--- src/rtl/conv_enc.sv ---
// conv_enc: rate-1/2, constraint-length-3 convolutional encoder, generators
// (7,5) octal. Takes one information bit per input handshake and emits one
// 2-bit channel symbol {c1, c0} per bit. After the bit flagged in_last it
// appends TAIL_LEN zero bits, so the decoder trellis always ends in state 00.
//
// Ports:
//   clk        rising-edge clock
//   rst        synchronous active-high reset
//   in_valid   in_bit / in_last are valid
//   in_ready   encoder accepts a bit this cycle
//   in_bit     information bit u_k
//   in_last    final information bit of the frame
//   out_valid  out_sym / out_last are valid
//   out_ready  downstream takes the symbol this cycle
//   out_sym    encoded symbol {c1, c0}
//   out_last   final tail symbol of the frame
//   busy       frame in progress or a symbol is still held
module conv_enc #(
    parameter int TAIL_LEN = 2
) (
    input  logic       clk,
    input  logic       rst,
    input  logic       in_valid,
    output logic       in_ready,
    input  logic       in_bit,
    input  logic       in_last,
    output logic       out_valid,
    input  logic       out_ready,
    output logic [1:0] out_sym,
    output logic       out_last,
    output logic       busy
);

    typedef enum logic [1:0] {
        IDLE = 2'd0,
        DATA = 2'd1,
        TAIL = 2'd2
    } state_t;

    localparam logic [3:0] TAIL_LAST = 4'(TAIL_LEN - 1);

    state_t     state_q, state_d;
    logic [1:0] sr_q, sr_d;             // {u_{k-1}, u_{k-2}}
    logic [3:0] tail_cnt_q, tail_cnt_d;
    logic       out_valid_q, out_valid_d;
    logic [1:0] out_sym_q, out_sym_d;
    logic       out_last_q, out_last_d;

    logic can_load;
    logic accept;
    logic tail_load;

    // Generator 7 (111) feeds c1, generator 5 (101) feeds c0.
    function automatic logic [1:0] encode(input logic u, input logic [1:0] sr);
        return {u ^ sr[1] ^ sr[0], u ^ sr[0]};
    endfunction

    // The single output register may load when empty or being drained.
    assign can_load  = !out_valid_q || out_ready;
    assign in_ready  = can_load && (state_q != TAIL) && !rst;
    assign accept    = in_valid && in_ready;
    assign tail_load = can_load && (state_q == TAIL);

    always_comb begin
        state_d     = state_q;
        sr_d        = sr_q;
        tail_cnt_d  = tail_cnt_q;
        out_valid_d = out_valid_q;
        out_sym_d   = out_sym_q;
        out_last_d  = out_last_q;

        if (accept) begin
            out_sym_d   = encode(in_bit, sr_q);
            sr_d        = {in_bit, sr_q[1]};
            out_valid_d = 1'b1;
            out_last_d  = 1'b0;
            if (in_last) begin
                state_d    = TAIL;
                tail_cnt_d = 4'd0;
            end else begin
                state_d = DATA;
            end
        end else if (tail_load) begin
            out_sym_d   = encode(1'b0, sr_q);
            out_valid_d = 1'b1;
            if (tail_cnt_q == TAIL_LAST) begin
                // sr would already be 00 here; forcing it keeps the next
                // frame anchored to the zero state regardless.
                out_last_d = 1'b1;
                state_d    = IDLE;
                sr_d       = 2'b00;
                tail_cnt_d = 4'd0;
            end else begin
                out_last_d = 1'b0;
                sr_d       = {1'b0, sr_q[1]};
                tail_cnt_d = tail_cnt_q + 4'd1;
            end
        end else if (out_ready) begin
            // Symbol taken and nothing new to load: register empties.
            out_valid_d = 1'b0;
            out_last_d  = 1'b0;
        end
    end

    always_ff @(posedge clk) begin
        if (rst) begin
            state_q     <= IDLE;
            sr_q        <= 2'b00;
            tail_cnt_q  <= 4'd0;
            out_valid_q <= 1'b0;
            out_sym_q   <= 2'b00;
            out_last_q  <= 1'b0;
        end else begin
            state_q     <= state_d;
            sr_q        <= sr_d;
            tail_cnt_q  <= tail_cnt_d;
            out_valid_q <= out_valid_d;
            out_sym_q   <= out_sym_d;
            out_last_q  <= out_last_d;
        end
    end

    assign out_valid = out_valid_q;
    assign out_sym   = out_sym_q;
    assign out_last  = out_last_q;
    assign busy      = (state_q != IDLE) || out_valid_q;

endmodule

--- config.mk ---
export PLATFORM = sky130hd
export DESIGN_NAME = conv_enc
export DESIGN_NICKNAME = d
export VERILOG_FILES = /design/src/rtl/conv_enc.sv
export SDC_FILE = /design/constraint.sdc
export NUM_CORES = 1
export LEC_CHECK = 0
export BUFFER_PORTS_ARGS = -buffer_cell sky130_fd_sc_hd__buf_2
export CAP_MARGIN = 25
export CORE_UTILIZATION = 42
export DETAILED_ROUTE_END_ITERATION = 8
export PLACE_DENSITY = 0.61
export SYNTH_ARGS = -nofsm -noshare
export SYNTH_HDL_FRONTEND = slang
export SYNTH_SLANG_ARGS = --single-unit
--- constraint.sdc ---
create_clock -name clk -period 1.8 [get_ports clk]
set_clock_uncertainty 0.15 [all_clocks]
set_input_delay 0.36 -clock clk [delete_from_list [all_inputs] [get_ports clk]]
set_output_delay 0.36 -clock clk [all_outputs]
set_load 0.01 [all_outputs]
==> results by group, run 1 <==
Critical path
  – CP Data Required Time: 1810 ps
  – CP Capture Type: flop
  – WP data arrival: 1670 ps
  – Worst-path cell chain: inv_1 > ha_1 > or3b_1 > nor3_2 > a211o_1 > nor2_1
  – Crit-path max cell delay: 400 ps
  – Slowest cell on crit path: or3b_1
  – R2R depth: 6
  – WS Path Type: flop to flop
  – Setup crit start kind: flop
  – Worst-path fanout max: 5
  – FF-to-FF setup slack: 140 ps

STA
  – Relative max-transition margin: 81.7%
  – Final setup viols: 0
  – Fmax: 601 MHz
  – Final min period: 1660 ps
  – Slew Viols, Final: 0
  – Post-route setup slack: 136 ps
  – RSZ-0062 raised after global routing: false
  – Final hold violation count: 0
  – Least-Margin Pin Slew: 275 ps
  – Setup_tns: 0 ps
  – Period utilisation layout: 92.4%

Placed design
  – Dpl ws: 70.2 ps
  – Cells after DPL: 98
  – Dpl hpwl: 955 um
  – Routability cong.: 0.842
  – I/O Buffers: 11
  – Placed cell area: 713 um^2

Global route
  – Global-route wire length before repair: 1860 um
  – Largest net degree at the start of global routing: 9
  – Grt met3 use: 4.89%
  – GR Overflow Total: 0
  – Most used routing layer: met2
  – Met2 Usage GRT: 27.0%
  – Total global-route track usage: 18.0%
  – Met1 GRT Util: 21.9%
  – Initial antenna violation count: 0
  – Vias in the first global route: 438

Cells and area
  – Multi-input logic area: 377 um^2
  – Share of cells above drive strength 1: 30.2%
  – Area Overhead vs Synth: 16.9%
  – Fill count: 145
  – FF+latch area: 240 um^2
  – Most frequent cells in the layout: dfxtp_1 (12), buf_2 (11), nor2_1 (9)
  – Final Core Density: 55.1%
  – Final Cell Area: 743 um^2
  – Diodes inserted: 0
  – Most common cell after layout, fill and taps aside: dfxtp_1
  – Final net count: 96
  – Fin cells: 101

CTS
  – Clock root buffer master: clkbuf_4
  – CTS tree: yes
  – Sink Count: 12
  – Hold-fix buffers, CTS: 0
  – Clock Latency Late Sink: 270 ps
  – Clock slew at reported path FFs: 70 ps
  – CTS max path bufs: 2
  – CTS H-tree depth: 1
  – Number of buffers created by CTS: 3

Synth
  – Largest family of logic cells by synthesized area: simple AND/OR/NAND/NOR gates
  – Mapped Avg Cell Area: 8.95 um^2
  – Adder-Cell Fraction of Synth Area: 3.94%
  – Syn Inst Count: 71
  – Multiplexer share of the synthesized area: 1.77%
  – Top cell type's share of synthesized area: 37.8%
  – Mapped Area: 636 um^2
  – Sequential area share after synthesis: 37.8%
  – Post-synth top area cell: dfxtp_1
  – Post-synthesis compound-gate area fraction: 20.7%
  – Ys Warns: 0
  – Net count after synthesis: 79
  – Synth Area in Simple Gates: 27.6%
  – Dominant cells by area after synthesis: dfxtp_1 (38%), nor2_1 (5.3%), a21oi_1 (4.7%)
  – Synth cell types: 31
  – Post-synthesis xor/xnor area fraction: 4.13%
  – Flops & latches, synth: 12

Routing
  – # DRC: 0
  – Vias: 552
  – Drt pass-1 iters: 4
  – Starting DRC count in detailed routing: 11
  – Drt wl/cell: 12.4 um
  – Antenna-violating nets left: 0
  – DR vias/cell: 5.47
  – WL final: 1250 um

Die
  – Starting density of the core: 47.1%
  – Num rows: 13
  – Die height: 40.9 um
  – Io pins: 12
  – Die area: 1670 um^2
  – Core Area: 1350 um^2
  – Die width: 40.9 um

Job
  – Max_cap viols: 0

Power and ir drop
  – PD cells: 748 nW/um^2
  – VDD IR max: 558 uV
  – Leakage: 0.303 nW

Hold path
  – Hold Path Depth: 3
  – Hold/Removal Path Class: input pin to flop

Run status
  – Run status: finished clean
## critical path, delay by kind of cell (launching register included)
kind            cells  cell delay [ps]
simple gates        3              640
flops               1              340
fa+ha+maj           1              130
buf+inv             1               60
compound gates      1              230
## final timing paths
| path | start | to |
|---|---|---|
| setup / recovery | tail_cnt_q[1] | state_q[0] |
| hold / removal | in_valid | out_valid |
| setup reg to reg | tail_cnt_q[1] | state_q[0] |
| hold reg to reg | sr_q[0] | sr_q[0] |
## kinds of logic after synthesis
family	count (synthesis)
compound gates	19
xor+xnor	3
fa+ha+maj	2
buf+inv	5
flops	12
mux	1
simple gates	29
## power breakdown
| part | switching [mW] | internal [mW] | total [mW] | leakage (nW) |
|---|---|---|---|---|
| clock network | 0.0840 | 0.0774 | 0.161 | 0.0138 |
| registers | 0.0101 | 0.278 | 0.288 | 0.0978 |
| logic | 0.0584 | 0.0480 | 0.106 | 0.191 |
| total | 0.152 | 0.404 | 0.556 | 0.303 |
## area by class of cell
cell class                 instances  area share (%)
multi-input combinational         54            50.7
inverter                           4            2.02
clock buffer                       3            3.03
timing repair buffer              13            9.43
sequential                        12            32.3
tap                               15            2.53
## metal layers
metal / wire length, um / up-vias
li1: - / 280
met1: 579 / 255
met2: 603 / 13
met3: 48 / 4
met4: 19 / 0
met5: 0 / -
## through the flow
step,hold WS (ps),power (mW)
after floorplan,318,0.367
after global placement,334,0.397
after detailed placement,338,0.399
after CTS,188,0.565
after global routing,199,0.588
final,194,0.556
## synthesized netlist by cell type, drive strengths merged
library cell,number
mux2,1
ha,2
nand2,3
and2b,3
o211ai,1
nor3,3
or3b,1
or3,4
o31ai,1
a22oi,1
nor2,9
inv,4
xnor2,3
o21a,1
a21oi,7
nand2b,3
nand3,1
dfxtp,12
a31oi,1
o21ai,4
a211o,1
a211oi,2
buf,1
and4,1
and3b,1
## what timing repair did
| action | 4_1_cts | 5_1_grt |
|---|---|---|
| buffers inserted | 0 | 0 |
| setup endpoints to repair | 0 | 5 |
| resized for setup | 0 | 2 |
## flip-flops by register name, indices dropped and copies added (netlist names)
register    flops
tail_cnt_q      4
out_sym         2
sr_q            2
out_last        1
out_valid       1
state_q         2
Note: power is estimated with default switching activity, not from simulation.
==> run 2, diff against run 1 <==
==> config.mk (replaced) <==
export PLATFORM = sky130hd
export DESIGN_NAME = conv_enc
export DESIGN_NICKNAME = d
export VERILOG_FILES = /design/src/rtl/conv_enc.sv
export SDC_FILE = /design/constraint.sdc
export NUM_CORES = 1
export LEC_CHECK = 0
export CAP_MARGIN = 25
export CORE_UTILIZATION = 42
export CTS_CLUSTER_SIZE = 12
export DETAILED_ROUTE_END_ITERATION = 8
export DONT_BUFFER_PORTS = 1
export PLACE_DENSITY = 0.54
export SYNTH_ARGS = -nofsm -noshare
export SYNTH_HDL_FRONTEND = slang
export SYNTH_SLANG_ARGS = --single-unit
==> run 2 against run 1 <==
Compared with the run above: via count down 10%; worst hold slack worse by 120 ps; total power down 4.4%; first-iteration DRC count up 18%; highest routed layer unchanged; sequential share of layout area up 2.1 points; non-clock buffer count down 10; wire length down 6.2%; core utilization down 3.3 points; critical path type unchanged; largest cell class unchanged; register-to-register slack about the same.
==> results by group, run 2 (synthesis gave the netlist of run 1 again) <==
STA
  – Final setup viols: 0
  – Hold_ws: 70.0 ps
  – Setup_tns: 0 ps
  – Final min period: 1660 ps
  – Relative max-transition margin: 83.2%
  – RSZ-0062 raised after global routing: false
  – Post-route setup slack: 136 ps
  – Fmax: 601 MHz
  – Period utilisation layout: 92.4%
  – Slew Viols, Final: 0
  – Least-Margin Pin Slew: 252 ps
  – Final hold violation count: 0

Hold path
  – Hold/Removal Path Class: input pin to flop

Critical path
  – Worst-path fanout max: 5
  – CP Data Required Time: 1800 ps
  – WS Path Type: flop to flop
  – Setup crit start kind: flop
  – CP Capture Type: flop
  – WP data arrival: 1660 ps

Cells and area
  – Final Core Density: 51.7%
  – Final net count: 86
  – Most frequent cells in the layout: dfxtp_1 (12), nor2_1 (9), a21oi_1 (6)
  – Share of cells above drive strength 1: 17.1%
  – Number of flip-flops under the largest register name: 4
  – Largest Register: tail_cnt_q
  – Diodes inserted: 0
  – Most common cell after layout, fill and taps aside: dfxtp_1
  – Area Overhead vs Synth: 9.84%

Routing
  – # DRC: 0
  – WL final: 1170 um
  – DR vias/cell: 5.44
  – Drt wl/cell: 12.9 um
  – Vias: 495
  – Antenna-violating nets left: 0
  – Starting DRC count in detailed routing: 13
  – Drt pass-1 iters: 4

Power and ir drop
  – Power, Total: 0.532 mW
  – VDD IR max: 600 uV
  – PD cells: 761 nW/um^2
  – Leakage: 0.257 nW

CTS
  – Sink Count: 12
  – Clock slew at reported path FFs: 70 ps
  – Clock Latency Late Sink: 260 ps
  – CTS max path bufs: 2
  – CTS tree: yes
  – Clock root buffer master: clkbuf_4
  – Total setup buffers inserted after CTS: 0
  – Number of buffers created by CTS: 3
  – CTS H-tree depth: 1

Die
  – Die width: 40.9 um
  – Core Area: 1350 um^2
  – Die area: 1670 um^2
  – Die height: 40.9 um
  – Io pins: 12
  – Starting density of the core: 47.1%
  – Num rows: 13

Global route
  – Total global-route track usage: 16.9%
  – Vias in the first global route: 451
  – Initial antenna violation count: 0
  – Largest net degree at the start of global routing: 9
  – GR Overflow Total: 0
  – Global-route wire length before repair: 1800 um

Placed design
  – Dpl ws: 74.6 ps
  – Routability cong.: 0.796
  – I/O Buffers: 0
  – Dpl hpwl: 885 um

Run status
  – Run status: finished clean

Job
  – Max_cap viols: 0
## run 2: per-stage QoR
stage / area (um^2) / cells
after global routing: 698 / 91
after detailed placement: 651 / 86
after CTS: 683 / 90
after global placement: 651 / 86
after floorplan: 636 / 71
final: 698 / 91
## run 2: worst paths after layout
kind                  from    endpoint  slack [ps]  cells after the start
min               in_valid   out_valid          70                      2
max          tail_cnt_q[1]  state_q[0]         140                      6
min reg2reg        sr_q[0]     sr_q[0]         350                      2
max reg2reg  tail_cnt_q[1]  state_q[0]         140                      6
## run 2: critical path, cell delays in order (launching register included)
cell and delay (ps):
dfxtp_1 330, inv_1 60, ha_1 120, or3b_1 410, nor3_2 180, a211o_1 240, nor2_1 70
## run 2: layout make-up
cell class	count	area, um^2
Clock buffer	3	22.5
Fill cell	137	652
Inverter	4	15.0
Multi-Input combinational cell	54	374
Sequential cell	12	240
Tap cell	15	18.8
Timing Repair Buffer	3	27.5
## run 2: what timing repair did
item | 4_1_cts | 5_1_grt
endpoints found under the setup margin | 0 | 5
gates resized for setup | 0 | 1
hold buffers | 1 | 1
endpoints found under the hold margin | 5 | 2
## run 2: report_power, final
group	internal, mW	switching, mW
registers	0.278	0.0127
logic	0.0391	0.0482
clock network	0.0771	0.0760
total	0.395	0.137
## run 2: routing by layer
layer	routed length, um	vias to the layer above	global-route usage [%]	share of wire, %
li1	-	264	-	-
met2	541	9	28.5	46
met5	0	-	0	0
met3	59	2	9.78	5.0
met4	10	0	2.50	0.85
met1	561	220	18.4	48
